--- src/rtl/mips_ctrl_pkg.sv ---
// +--------------------------------------------------------------------------+
// | mips_ctrl_pkg: opcode, ALUOp and control-bundle definitions for ID/EX.    |
// | Rev 1.0                                                                  |
// +--------------------------------------------------------------------------+
`default_nettype none

package mips_ctrl_pkg;

   localparam logic [5:0] OP_RTYPE = 6'b000000;
   localparam logic [5:0] OP_LW    = 6'b100011;
   localparam logic [5:0] OP_SW    = 6'b101011;
   localparam logic [5:0] OP_BEQ   = 6'b000100;
   localparam logic [5:0] OP_ADDI  = 6'b001000;

   localparam logic [1:0] ALUOP_LWSW  = 2'b00;
   localparam logic [1:0] ALUOP_BEQ   = 2'b01;
   localparam logic [1:0] ALUOP_RTYPE = 2'b10;
   localparam logic [1:0] ALUOP_UNK   = 2'b11;

   typedef struct packed {
      logic reg_dst;
      logic alu_src;
      logic mem_read;
      logic mem_write;
      logic mem_to_reg;
      logic reg_write;
      logic branch;
   } ctrl_t;

   localparam ctrl_t BUBBLE_CTRL = '0;

endpackage

`default_nettype wire

--- src/rtl/id_main_decoder.sv ---
// +--------------------------------------------------------------------------+
// | id_main_decoder: opcode -> control bundle, ALUOp, rt-usage, illegal flag. |
// | Optional addi decode under IDEX_ADDI_EN.  Rev 1.0                         |
// +--------------------------------------------------------------------------+
`default_nettype none

module id_main_decoder
   import mips_ctrl_pkg::*;
(
   input  logic [5:0] opcode_i,
   output ctrl_t      ctrl_o,
   output logic [1:0] alu_op_o,
   output logic       uses_rt_o,
   output logic       illegal_o
);

   always_comb begin
      ctrl_o    = BUBBLE_CTRL;
      alu_op_o  = ALUOP_UNK;
      uses_rt_o = 1'b0;
      illegal_o = 1'b0;
      case (opcode_i)
         OP_RTYPE: begin
            alu_op_o         = ALUOP_RTYPE;
            ctrl_o.reg_dst   = 1'b1;
            ctrl_o.reg_write = 1'b1;
            uses_rt_o        = 1'b1;
         end
         OP_LW: begin
            alu_op_o          = ALUOP_LWSW;
            ctrl_o.alu_src    = 1'b1;
            ctrl_o.mem_read   = 1'b1;
            ctrl_o.mem_to_reg = 1'b1;
            ctrl_o.reg_write  = 1'b1;
         end
         OP_SW: begin
            alu_op_o         = ALUOP_LWSW;
            ctrl_o.alu_src   = 1'b1;
            ctrl_o.mem_write = 1'b1;
            uses_rt_o        = 1'b1;
         end
         OP_BEQ: begin
            alu_op_o      = ALUOP_BEQ;
            ctrl_o.branch = 1'b1;
            uses_rt_o     = 1'b1;
         end
`ifdef IDEX_ADDI_EN
         // rt is the destination of addi, so it never feeds the hazard compare
         OP_ADDI: begin
            alu_op_o         = ALUOP_LWSW;
            ctrl_o.alu_src   = 1'b1;
            ctrl_o.reg_write = 1'b1;
         end
`endif
         default: begin
            illegal_o = 1'b1;
         end
      endcase
   end

endmodule

`default_nettype wire

--- src/rtl/id_ex_control_stage.sv ---
// +--------------------------------------------------------------------------+
// | id_ex_control_stage: ID decode, load-use hazard, flush/hold, ID/EX regs.  |
// | IDEX_ADDI_EN enables addi decode.  Rev 1.0                                |
// +--------------------------------------------------------------------------+
`default_nettype none

module id_ex_control_stage
   import mips_ctrl_pkg::*;
#(
   parameter int DATA_W = 32,
   parameter int REG_W  = 5
)(
   input  logic              Clk,
   input  logic              Reset_L,
   input  logic [DATA_W-1:0] Instruction_ID,
   input  logic              Hold_ID,
   input  logic              Flush_ID,
   output logic              Stall_ID,
   output logic [1:0]        ALUOp_EX,
   output logic [DATA_W-1:0] Sign_Extend_Instruction_EX,
   output logic              RegDst_EX,
   output logic              ALUSrc_EX,
   output logic              MemRead_EX,
   output logic              MemWrite_EX,
   output logic              MemtoReg_EX,
   output logic              RegWrite_EX,
   output logic              Branch_EX,
   output logic [REG_W-1:0]  Rs_EX,
   output logic [REG_W-1:0]  Rt_EX,
   output logic [REG_W-1:0]  Rd_EX,
   output logic              Valid_EX,
   output logic              Illegal_EX
);

   ctrl_t              w_ctrl;
   logic [1:0]         w_alu_op;
   logic               w_uses_rt;
   logic               w_illegal;
   logic [REG_W-1:0]   w_rs;
   logic [REG_W-1:0]   w_rt;
   logic [REG_W-1:0]   w_rd;
   logic [DATA_W-1:0]  w_imm;
   logic               w_bubble;

   ctrl_t              ctrl_q,      ctrl_d;
   logic [1:0]         alu_op_q,    alu_op_d;
   logic               valid_q,     valid_d;
   logic               illegal_q,   illegal_d;
   logic [REG_W-1:0]   rs_q,        rs_d;
   logic [REG_W-1:0]   rt_q,        rt_d;
   logic [REG_W-1:0]   rd_q,        rd_d;
   logic [DATA_W-1:0]  imm_q,       imm_d;
   logic               flush_pend_q, flush_pend_d;

   id_main_decoder u_dec (
      .opcode_i  (Instruction_ID[31:26]),
      .ctrl_o    (w_ctrl),
      .alu_op_o  (w_alu_op),
      .uses_rt_o (w_uses_rt),
      .illegal_o (w_illegal)
   );

   assign w_rs  = Instruction_ID[21 +: REG_W];
   assign w_rt  = Instruction_ID[16 +: REG_W];
   assign w_rd  = Instruction_ID[11 +: REG_W];
   assign w_imm = {{(DATA_W-16){Instruction_ID[15]}}, Instruction_ID[15:0]};

   // Evaluated from the EX registers even while held, so a frozen lw keeps stalling
   assign Stall_ID = valid_q & ctrl_q.mem_read & (rt_q != '0) &
                     ((rt_q == w_rs) | ((rt_q == w_rt) & w_uses_rt));

   assign w_bubble = Flush_ID | flush_pend_q | Stall_ID;

   always_comb begin
      ctrl_d       = ctrl_q;
      alu_op_d     = alu_op_q;
      valid_d      = valid_q;
      illegal_d    = illegal_q;
      rs_d         = rs_q;
      rt_d         = rt_q;
      rd_d         = rd_q;
      imm_d        = imm_q;
      flush_pend_d = flush_pend_q;
      if (Hold_ID) begin
         flush_pend_d = flush_pend_q | Flush_ID;
      end else begin
         flush_pend_d = 1'b0;
         if (w_bubble) begin
            ctrl_d    = BUBBLE_CTRL;
            alu_op_d  = ALUOP_UNK;
            valid_d   = 1'b0;
            illegal_d = 1'b0;
            rs_d      = '0;
            rt_d      = '0;
            rd_d      = '0;
            imm_d     = '0;
         end else begin
            ctrl_d    = w_ctrl;
            alu_op_d  = w_alu_op;
            valid_d   = 1'b1;
            illegal_d = w_illegal;
            rs_d      = w_rs;
            rt_d      = w_rt;
            rd_d      = w_rd;
            imm_d     = w_imm;
         end
      end
   end

   always_ff @(posedge Clk) begin
      if (!Reset_L) begin
         ctrl_q       <= BUBBLE_CTRL;
         alu_op_q     <= ALUOP_UNK;
         valid_q      <= 1'b0;
         illegal_q    <= 1'b0;
         rs_q         <= '0;
         rt_q         <= '0;
         rd_q         <= '0;
         imm_q        <= '0;
         flush_pend_q <= 1'b0;
      end else begin
         ctrl_q       <= ctrl_d;
         alu_op_q     <= alu_op_d;
         valid_q      <= valid_d;
         illegal_q    <= illegal_d;
         rs_q         <= rs_d;
         rt_q         <= rt_d;
         rd_q         <= rd_d;
         imm_q        <= imm_d;
         flush_pend_q <= flush_pend_d;
      end
   end

   assign ALUOp_EX                   = alu_op_q;
   assign Sign_Extend_Instruction_EX = imm_q;
   assign RegDst_EX                  = ctrl_q.reg_dst;
   assign ALUSrc_EX                  = ctrl_q.alu_src;
   assign MemRead_EX                 = ctrl_q.mem_read;
   assign MemWrite_EX                = ctrl_q.mem_write;
   assign MemtoReg_EX                = ctrl_q.mem_to_reg;
   assign RegWrite_EX                = ctrl_q.reg_write;
   assign Branch_EX                  = ctrl_q.branch;
   assign Rs_EX                      = rs_q;
   assign Rt_EX                      = rt_q;
   assign Rd_EX                      = rd_q;
   assign Valid_EX                   = valid_q;
   assign Illegal_EX                 = illegal_q;

endmodule

`default_nettype wire

--- config.mk ---
export PLATFORM = sky130hd
export DESIGN_NAME = id_ex_control_stage
export DESIGN_NICKNAME = d
export VERILOG_FILES = /design/src/rtl/mips_ctrl_pkg.sv /design/src/rtl/id_main_decoder.sv /design/src/rtl/id_ex_control_stage.sv
export SDC_FILE = /design/constraint.sdc
export NUM_CORES = 1
export LEC_CHECK = 0
export ABC_AREA = 1
export CAP_MARGIN = 30
export CORE_ASPECT_RATIO = 2
export CORE_UTILIZATION = 39
export CTS_CLUSTER_DIAMETER = 30
export DETAILED_ROUTE_END_ITERATION = 8
export PLACE_DENSITY = 0.76
export SKIP_LAST_GASP = 1
export SYNTH_ARGS = -nofsm -noshare
export SYNTH_HDL_FRONTEND = slang
export SYNTH_SLANG_ARGS = --single-unit
--- constraint.sdc ---
create_clock -name Clk -period 1.7 [get_ports Clk]
set_input_delay 0.34 -clock Clk [delete_from_list [all_inputs] [get_ports Clk]]
set_output_delay 0.34 -clock Clk [all_outputs]
set_load 0.05 [all_outputs]
==> summary.txt, run 1 <==
Synthesis-to-finish area growth: 66.4%
Fin. max-slew vios: 0
Setup violators final: 1
Critical path capture point type: output pin
Most frequent cells in the layout: buf_4 (63), nand2_1 (43), inv_1 (40)
LEAKAGE: 0.00149 µW
ANT nets after route: 0
Net count, final: 361
Core Box Area: 0.00442 mm²
# IOs: 95
Via count of the first global-routing pass: 1,682
Drt pass-1 iters: 4
CTS Hold Buffers Added: 0
Setup ws final: -60.2 ps
HPWL Detailed: 3.62 mm
RSZ-0062 raised after global routing: true
Design area: 0.00302 mm²
Syn_nets: 262
Port Buffer Count: 94
Crit path launch type: input pin
Layout cell share with drive strength beyond 1: 41.2%
Primary FF master, synth: dfxtp_1
First-pass GRT wire length: 7.37 mm
Cells after Synth: 226
DP Area: 0.00287 mm²
PwrDens: 679 mW/mm²
Vias per cell: 4.55
Die area: 0.00495 mm²
Maximum clock rate: 568 MHz
Worst-case clock buffer depth: 2
Violated checks: negative setup slack
Fin crit share: 104%
Initial antenna violation count: 0
Maxcap violations: 0
Maximum vdd ir drop: 0.668 mV
RePlAce Congestion: 0.775
Mapped Avg Cell Area: 8.03 µm²
CTS tree: done
Slowest CP cell: dlygate4sd2_1
Syn. warnings: 0
Die Y-Extent: 98.5 µm
H-Tree Depth: 2
Yosys reg bits: 37
Gr ovfl total: 0
N_diodes: 0
Die width: 50.2 µm
Critical Path AT: 1420 ps
Max stage delay on crit path: 250 ps
Worst-Skew Late Latency: 280 ps
Slew HR: 82.9%
TritonCTS Buffers: 5
CP Max Fanout: 2
Cell variety after synth: 25
Clock Skew: 2.13 ps
Final hold viol count: 0
Worst EP required: 1360 ps
Clock root cell: clkbuf_8
Commonest non-fill, non-tap cell in the layout: buf_4
Pin slew with the least headroom to its limit: 255 ps
Tightest Hold Check Type: flip-flop to flip-flop
Starting Density: 41.0%
Status: finished, violations left
Sequential area share after synthesis: 40.8%
Tot GR Track Use: 19.5%
Critical path class: input pin to output pin
Avg WL per Cell: 12.2 µm
Final WL: 4.63 mm
Cell Area, Synth: 0.00182 mm²
Vias after detailed routing: 1,724
Pre-CTS WS: -303 ps
Clk pin slew, worst setup/hold paths: 70 ps
Critical Path Most Common Cell: nand2_1
DRC Markers: 0
Clock sink count: 37
Crit-path cells: dlygate4sd2_1 > nor2_1 > nand3_1 > nand2_1 > nand2_1 > o21ai_2 > nand2_4 > clkinvlp_4 > buf_12
EDFF count, synth: 0
Largest net degree at the start of global routing: 20
Detailed Route Iter0 Violations: 27
Minimum clock period: 1760 ps
Rows: 34
Asr flop ratio synth: 0%
## critical path, delay by kind of cell
family	cells	cell delay [ps]
AOI/OAI and AO/OA	1	160
buffers and inverters	3	460
and+or+nand+nor	5	470
## power by group
group          leakage (µW)  switching [µW]  internal, µW  total [µW]
Sequential         0.000304            22.3           894         916
Clock             0.0000443             286           322         607
Combinational       0.00114             299           229         529
## layout make-up
class                           instances  area, µm²
Fill cell                             377       1400
Timing Repair Buffer                  120       1240
Sequential cell                        37        752
Multi-Input combinational cell        117        703
Inverter                               44        169
Clock buffer                            7       86.3
Tap cell                               54       67.6
## routing by layer
metal | part of all wire (%) | vias to the layer above | wire [µm] | GRT usage [%]
li1 | - | 869 | - | -
met1 | 34 | 785 | 1570 | 18.0
met2 | 59 | 60 | 2720 | 38.2
met3 | 4.5 | 10 | 210 | 3.09
met4 | 2.9 | 0 | 132 | 9.89
met5 | 0 | - | 0 | 0
## synth_stat cells, drive strengths merged (2+ instances only)
master | instances | area share [%]
inv | 44 | 9.1
nor2 | 13 | 2.7
buf | 27 | 12
dfxtp | 37 | 41
nor3 | 2 | 0.83
nand3 | 9 | 3.4
o21ai | 32 | 14
xnor2 | 4 | 1.9
nand4 | 4 | 1.4
nand2 | 44 | 9.5
o22ai | 4 | 1.4
xor2 | 3 | 1.4
## metrics by stage
stage / hold WS (ps) / TNS, ps / power, µW / util [%] / cells
after floorplan: 467 / 0 / 1230 / - / 226
after global placement: 443 / -6040 / 1460 / 64.8 / 363
after detailed placement: 444 / -7050 / 1470 / 64.8 / 363
after CTS: 462 / -66.5 / 2070 / 68.2 / 379
after global routing: 476 / -140 / 2140 / 68.3 / 379
final: 459 / -60.2 / 2050 / 68.3 / 379
## registers in the layout, indices dropped and copies added (netlist names)
register,count
Branch_EX,1
Sign_Extend_Instruction_EX,12
MemRead_EX,1
ALUOp_EX,2
MemWrite_EX,1
Valid_EX,1
Rs_EX,5
Illegal_EX,1
Rt_EX,5
RegDst_EX,1
flush_pend_q,1
Rd_EX,4
ALUSrc_EX,1
RegWrite_EX,1
## cells by family (layout without fill, tap and decap cells)
family                 Yosys count  in the layout  share of synthesized area (%)
AO/OA/AOI/OAI                   38             38                           16.7
buffers and inverters           72            171                           21.3
XOR/XNOR                         7              7                           3.38
AND/OR/NAND/NOR                 72             72                           17.8
flip-flops                      37             37                           40.8
## timing repair
| action | CTS | global route |
|---|---|---|
| resized for setup | 22 | 1 |
| endpoints found under the setup margin | 1 | 2 |
| setup buffers | 9 | 0 |
| pin swaps | 11 | 3 |
## final timing paths
kind | start | to | slack [ps] | cells past startpoint
hold reg to reg | Sign_Extend_Instruction_EX[3] | Sign_Extend_Instruction_EX[3] | 460 | 2
setup reg to reg | Rt_EX[2] | Rt_EX[0] | 160 | 11
hold / removal | Sign_Extend_Instruction_EX[3] | Sign_Extend_Instruction_EX[3] | 460 | 2
setup / recovery | Instruction_ID[31] | Stall_ID | -60 | 9
No activity file was read; power rests on OpenSTA's default activity.
==> run 2: changes to the inputs <==
--- a/config.mk
+++ b/config.mk
@@ -13,2 +13,3 @@
 export DETAILED_ROUTE_END_ITERATION = 8
+export HOLD_SLACK_MARGIN = 0.05
 export PLACE_DENSITY = 0.76
--- a/constraint.sdc
+++ b/constraint.sdc
@@ -3,2 +3,2 @@
 set_output_delay 0.34 -clock Clk [all_outputs]
-set_load 0.05 [all_outputs]
+set_load 0.01 [all_outputs]
==> summary.txt, run 2 (same netlist as run 1, synthesis figures left out) <==
# IOs: 95
Core Box Area: 0.00442 mm²
Area of the multi-input gates: 709 µm²
ANT nets after route: 0
Port Buffer Count: 94
Maxcap violations: 0
Final WL: 4.98 mm
Largest net degree at the start of global routing: 20
Layout cell share with drive strength beyond 1: 27.6%
Most frequent cells in the layout: clkdlybuf4s50_1 (60), nand2_1 (42), inv_1 (40)
Vias after detailed routing: 1,827
Total power: 2090 µW
Final hold viol count: 0
HPWL Detailed: 3.40 mm
CP startpoint: Instruction_ID[29]
Clk pin slew, worst setup/hold paths: 70 ps
CTS tree: done
Maximum clock rate: 563 MHz
LEAKAGE: 0.00169 µW
Hold depth: 2
Fin crit share: 104%
Violated checks: negative setup slack
Vias per cell: 4.63
RR Endpoint: ALUOp_EX[1]
Die Y-Extent: 98.5 µm
Synthesis-to-finish area growth: 71.3%
Commonest non-fill, non-tap cell in the layout: clkdlybuf4s50_1
Setup ws final: -74.9 ps
H-Tree Depth: 2
Initial antenna violation count: 0
Die area: 0.00495 mm²
Starting Density: 41.0%
Pin slew with the least headroom to its limit: 260 ps
Critical Path AT: 1430 ps
Tot GR Track Use: 20.8%
Avg WL per Cell: 12.6 µm
Fillers: 373
Setup crit end: Stall_ID
Via count of the first global-routing pass: 1,789
Status: finished, violations left
Crit path launch type: input pin
Fin. max-slew vios: 0
Slew HR: 82.6%
Max FFs per register: 12
Worst hold slack: 457 ps
RePlAce Congestion: 0.785
Tightest Hold Check Type: flip-flop to flip-flop
Rows: 34
CTS Hold Buffers Added: 0
Pre-CTS WS: -639 ps
Register area: 749 µm²
Clock sink count: 37
Worst-case clock buffer depth: 2
Worst EP required: 1360 ps
Die width: 50.2 µm
TritonCTS Buffers: 5
Critical path class: input pin to output pin
Reg2reg path depth: 11
DRC Markers: 0
Gr ovfl total: 0
Detailed Route Iter0 Violations: 26
First-pass GRT wire length: 7.82 mm
CP Max Fanout: 3
Clock Skew: 3.88 ps
N_diodes: 0
Critical path capture point type: output pin
Net count, final: 376
Reg-to-Reg Start: Rt_EX[0]
RSZ-0062 raised after global routing: true
Minimum clock period: 1770 ps
Clock root cell: clkbuf_8
Maximum vdd ir drop: 0.581 mV
PwrDens: 673 mW/mm²
Worst-Skew Late Latency: 290 ps
Drt pass-1 iters: 4
Reg-to-reg setup timing slack: 120 ps
Setup violators final: 1
==> run 2: changes by cell type in the layout (fill, tap and decap cells not counted), sizes merged <==
| cell | before | now |
|---|---|---|
| buf | 85 | 42 |
| clkdlybuf4s50 | 19 | 60 |
| dlymetal6s2s | 0 | 14 |
| dlygate4sd2 | 16 | 19 |
| bufinv | 0 | 1 |
| clkinvlp | 1 | 0 |
| inv | 43 | 44 |
==> run 2: stage by stage <==
stage	std cells	area, µm²	setup TNS [ps]	utilization (%)
3_3_place_gp	369	2810	-9880	63.6
4_1_cts	394	3040	-28.8	68.8
6_report	395	3110	-74.9	70.3
5_1_grt	395	3110	-147	70.3
3_5_place_dp	369	2810	-11430	63.6
2_1_floorplan	226	1820	0	-
==> run 2: per-layer routing <==
layer  global-route usage [%]  vias to the layer above  wire length (µm)
li1                         -                      903                 -
met1                     20.0                      841              1800
met2                     39.3                       69              2780
met3                     3.70                       14               265
met4                     11.2                        0               134
met5                        0                        -                 0
==> run 2: timing repair <==
item / CTS / global route
buffers inserted: 17 / 1
gates resized for setup: 31 / 23
pin swaps: 12 / 6
endpoints found under the setup margin: 41 / 18
cloned: 0 / 0
==> run 2: final cells by class <==
| cell class | count | share of cell area (%) |
|---|---|---|
| Clock inverter | 1 | 0.966 |
| Sequential cell | 37 | 24.1 |
| Inverter | 44 | 5.39 |
| Multi-Input combinational cell | 117 | 22.8 |
| Timing Repair Buffer | 135 | 41.8 |
| Clock buffer | 7 | 2.78 |
| Tap cell | 54 | 2.17 |
==> run 2: how the worst min path moves through the flow <==
| stage | start | slack, ps | endpoint |
|---|---|---|---|
| after floorplan | flush_pend_q | 470 | flush_pend_q |
| after global placement | Rs_EX[3] | 440 | Rs_EX[3] |
| after detailed placement | Rs_EX[3] | 440 | Rs_EX[3] |
| after CTS | Instruction_ID[18] | 450 | Rt_EX[2] |
| after global routing | Instruction_ID[24] | 460 | Rs_EX[3] |
| final | Rs_EX[1] | 460 | Rs_EX[1] |
==> run 2: report_power, final <==
group / switching, µW / leakage [µW] / internal [µW]
registers: 20.7 / 0.000304 / 894
logic: 162 / 0.00132 / 224
clock network: 314 / 0.0000585 / 478
total: 496 / 0.00169 / 1600
==> run 2: critical path, stage by stage <==
cell and delay [ps]:
dlygate4sd2_1 230, inv_2 70, nor2_2 150, nand3_1 130, nand2_1 90, nand2_1 70, o21ai_2 160, nand2_4 60
inv_2 50, buf_6 90
==> run 3: changes to the inputs <==
Settings changed: RECOVER_POWER set to 100.
Clock period 1.7 ns to 1.8 ns, I/O delays scaled along.
==> summary.txt, run 3 (same netlist as run 1, synthesis figures left out) <==
Status: finished, final reports clean
Final hold viol count: 0
Net count, final: 356
Vias per cell: 4.50
Via count of the first global-routing pass: 1,657
Design area: 0.00285 mm²
Starting Density: 41.0%
Critical path class: flip-flop to output pin
Vias after detailed routing: 1,686
Gr ovfl total: 0
Reg-to-reg setup timing slack: 170 ps
Core Box Area: 0.00442 mm²
Detailed Route Iter0 Violations: 29
Drt pass-1 iters: 4
Final setup TNS: 0 ps
DP Area: 0.00280 mm²
RePlAce Congestion: 0.799
HPWL Detailed: 3.36 mm
Clock root cell: clkbuf_8
Avg WL per Cell: 11.4 µm
Die Y-Extent: 98.5 µm
Critical path capture point type: output pin
Minimum clock period: 1740 ps
Largest net degree at the start of global routing: 20
Max FFs per register: 12
Worst-Skew Late Latency: 280 ps
Die area: 0.00495 mm²
Pin slew with the least headroom to its limit: 280 ps
Final WL: 4.29 mm
Synthesis-to-finish area growth: 57.1%
Maximum vdd ir drop: 0.589 mV
Slew HR: 81.4%
CP startpoint: Rt_EX[0]
Tightest Hold Check Type: input pin to flip-flop
Rows: 34
Commonest non-fill, non-tap cell in the layout: nand2_1
N_diodes: 0
Most frequent cells in the layout: nand2_1 (43), inv_1 (39), dlygate4sd3_1 (39)
Layout cell share with drive strength beyond 1: 17.1%
Clock sink count: 37
Die width: 50.2 µm
Buffer count from post-CTS setup fixing: 0
Fillers: 431
PwrDens: 630 mW/mm²
CTS Hold Buffers Added: 0
Crit path launch type: flip-flop
Clk pin slew, worst setup/hold paths: 70 ps
DRC Markers: 0
Maximum clock rate: 576 MHz
CP Max Fanout: 5
Maxcap violations: 0
ANT nets after route: 0
Reg-to-Reg Start: Rt_EX[1]
Critical Path AT: 1380 ps
Initial antenna violation count: 0
TritonCTS Buffers: 5
# IOs: 95
Fin crit share: 96.5%
Setup violators final: 0
H-Tree Depth: 2
LEAKAGE: 0.00149 µW
Clock Skew: 5.23 ps
CTS tree: done
Fin. max-slew vios: 0
Worst EP required: 1440 ps
First-pass GRT wire length: 6.93 mm
Worst-case clock buffer depth: 2
Port Buffer Count: 94
Worst Min Path Start: Instruction_ID[18]
Tot GR Track Use: 17.9%
run 3: worst paths after layout:
path | end | cells after the start
worst max-delay path | Rt_EX[0] | 2
worst min-delay path | Rt_EX[2] | 3
worst max register to register | Sign_Extend_Instruction_EX[9] | 9
worst min register to register | Sign_Extend_Instruction_EX[3] | 2
run 3: worst max-delay path, cell delays in order (launching register included):
cell and delay, ps:
dfxtp_2 390, buf_4 120, dlygate4sd3_1 590
run 3: power by group:
part	total (µW)	internal (µW)	switching [µW]
sequential	866	845	21.0
clock	626	346	280
combinational	304	177	127
run 3: layout make-up:
class | count | area [µm²] | area share (%)
Clock buffer | 7 | 96.3 | 3.38
Clock inverter | 1 | 5.00 | 0.175
Inverter | 44 | 165 | 5.79
Multi-Input combinational cell | 117 | 638 | 22.4
Sequential cell | 37 | 751 | 26.3
Tap cell | 54 | 67.6 | 2.37
Timing Repair Buffer | 115 | 1130 | 39.6
run 3: stage by stage:
step | total power, µW | util, % | cells | setup slack, ps | hold slack [ps]
final | 1800 | 64.5 | 375 | 63.5 | 381
after global routing | 1870 | 64.5 | 375 | -18.7 | 393
after detailed placement | 1220 | 63.2 | 367 | -558 | 446
after global placement | 1220 | 63.2 | 367 | -547 | 439
after CTS | 1850 | 65.5 | 375 | -143 | 464
after floorplan | 1030 | - | 226 | 387 | 467
run 3: what timing repair did:
action | 4_1_cts | 5_1_grt
gates resized for setup | 7 | 29
pin swaps | 2 | 11
setup endpoints to repair | 19 | 18
cloned | 0 | 0
run 3: routing by layer:
layer	track usage, %	routed length (µm)
met5	0	0
met4	5.27	28
met3	3.09	214
met2	35.2	2530
met1	17.9	1520
==> variant (config.mk and constraints of run 3) <==
Take the reset off `imm_q` and load it in a clocked block of its own.
--- a/src/rtl/id_ex_control_stage.sv
+++ b/src/rtl/id_ex_control_stage.sv
@@ -116,7 +116,6 @@
          rs_q         <= '0;
          rt_q         <= '0;
          rd_q         <= '0;
-         imm_q        <= '0;
          flush_pend_q <= 1'b0;
       end else begin
          ctrl_q       <= ctrl_d;
@@ -126,9 +125,12 @@
          rs_q         <= rs_d;
          rt_q         <= rt_d;
          rd_q         <= rd_d;
-         imm_q        <= imm_d;
          flush_pend_q <= flush_pend_d;
       end
+   end
+
+   always_ff @(posedge Clk) begin
+      imm_q <= imm_d;
    end
 
    assign ALUOp_EX                   = alu_op_q;
Check against the original RTL: not equivalent (Yosys sat finds a counterexample within 4 cycles, from zero or initial values and one cycle with Reset_L low).
==> variant against run 3 <==
Worst setup slack got worse by 60 ps. Total power increased by 12%. Sequential cell count increased by 5. Register-to-register slack got worse by 50 ps. Clock skew increased by 4.9 ps. Maximum frequency decreased by 3.4%. Synthesized area increased by 5.9%. Wire length increased by 10%. Clock power decreased by 7.0%. Combinational power increased by 29%. Final area increased by 9.9%. Critical endpoint is now Stall_ID.
==> variant: results (changes against run 3) <==
status=completed; Setup Slack @ Placement=-606 ps (-47.5 ps); cell family with most CP delay=simple AND/OR/NAND/NOR gates; RD Place Congestion=0.860 (+7.7%); Netlist cell types=23 (-8.0%); Worst path max stage delay=270 ps (-320 ps); GRT met3 Usage=4.65% (+1.6 points); most frequent cells after synthesis=nand2_1, inv_1, nor2_1; Max IR drop VDD=0.573 mV (-2.7%); Reg-to-Reg End=Rs_EX[4]$_SDFFE_PN0N_; Max-slew headroom=73.2% (-8.2 points); clk_skew=10.1 ps (+4.86 ps); crit path from=Instruction_ID[30]; switching share of power=25.0% (+1.2 points); vias per cell=4.58 (+1.8%); Nets=377 (+5.9%); number of flip-flops in the largest register=16 (+4); largest net degree at the start of global routing=18 (-10%); proportion of synthesized chip area in sequential cells=52.0% (+11 points); final period demand of the worst path=1800 ps (+60.4 ps); first-pass GRT wire length=7.33 mm (+5.9%); Starting DRT DRC Count=16 (-45%); number of flops mapped to enable cells by yosys=16 (+16); Synthesized Nets=269 (+2.7%); met1 usage=15.5% (-2.4 points)
-- variant: cell count changes after synthesis, moves of 3 or more --
cell | before | now
dfxtp_1 | 37 | 26
nand2_1 | 43 | 49
o21ai_0 | 5 | 9
o21ai_2 | 25 | 1
nand4_1 | 4 | 7
nor2_1 | 13 | 33
edfxtp_1 | 0 | 16
buf_4 | 22 | 17
-- variant: logic make-up after synthesis --
| group | Yosys count | synth area share (%) |
|---|---|---|
| buffers and inverters | 64 | 16.6 |
| DFF | 42 | 52.0 |
| AOI/OAI and AO/OA | 22 | 6.38 |
| and+or+nand+nor | 100 | 22.7 |
| xor gates and xnor gates | 5 | 2.28 |
-- variant: layout make-up --
type                            instances  area share (%)
Multi-Input combinational cell        127            20.3
Clock buffer                            5            2.19
Inverter                               44            5.27
Tap cell                               55            2.19
Sequential cell                        42            32.2
Timing Repair Buffer                  121            37.4
Clock inverter                          3           0.519
-- variant: through the flow --
step	power [µW]	hold WS (ps)	utilization, %	std cells	area, µm²
3_5_place_dp	1460	444	62.9	383	2950
2_1_floorplan	1230	476	-	233	1920
3_3_place_gp	1450	436	62.9	383	2950
5_1_grt	2110	383	66.9	397	3140
6_report	2020	368	66.9	397	3140
4_1_cts	2050	461	65.6	396	3080
-- variant: tightest hold or removal path, cell delays in order --
cell	delay, ps
dlymetal6s2s_1	130
inv_1	70
o22ai_1	70
-- variant: power by group through the flow --
stage / Sequential (µW) / Combinational [µW] / Clock, µW
2_1_floorplan: 1090 / 141 / 0
6_report: 1050 / 391 / 582
5_1_grt: 1050 / 425 / 638
3_3_place_gp: 1070 / 382 / 0
3_5_place_dp: 1070 / 387 / 0
4_1_cts: 1050 / 401 / 603
-- variant: worst min-delay path by stage --
stage	start	endpoint	slack (ps)	cells past startpoint
floorplan	Rd_EX[0]$_SDFFE_PN0N_	Rd_EX[0]$_SDFFE_PN0N_	480	2
global placement	Rd_EX[2]$_SDFFE_PN0N_	Rd_EX[2]$_SDFFE_PN0N_	440	2
detailed placement	Rs_EX[0]$_SDFFE_PN0N_	Rs_EX[0]$_SDFFE_PN0N_	440	2
CTS	Rs_EX[3]$_SDFFE_PN0N_	Rs_EX[3]$_SDFFE_PN0N_	460	2
global route	Instruction_ID[22]	Rs_EX[1]$_SDFFE_PN0N_	380	3
finish	Instruction_ID[18]	Rt_EX[2]$_SDFFE_PN0N_	370	3
-- variant: repair_timing --
item / in CTS / in global routing
setup endpoints to repair: 39 / 25
setup buffers: 5 / 2
pin swaps: 5 / 12
gates resized for setup: 11 / 24
-- variant: layer usage --
metal,wire length [µm],share of wire (%)
met3,310,6.6
met2,2680,57
met1,1570,33
met5,0,0
met4,161,3.4
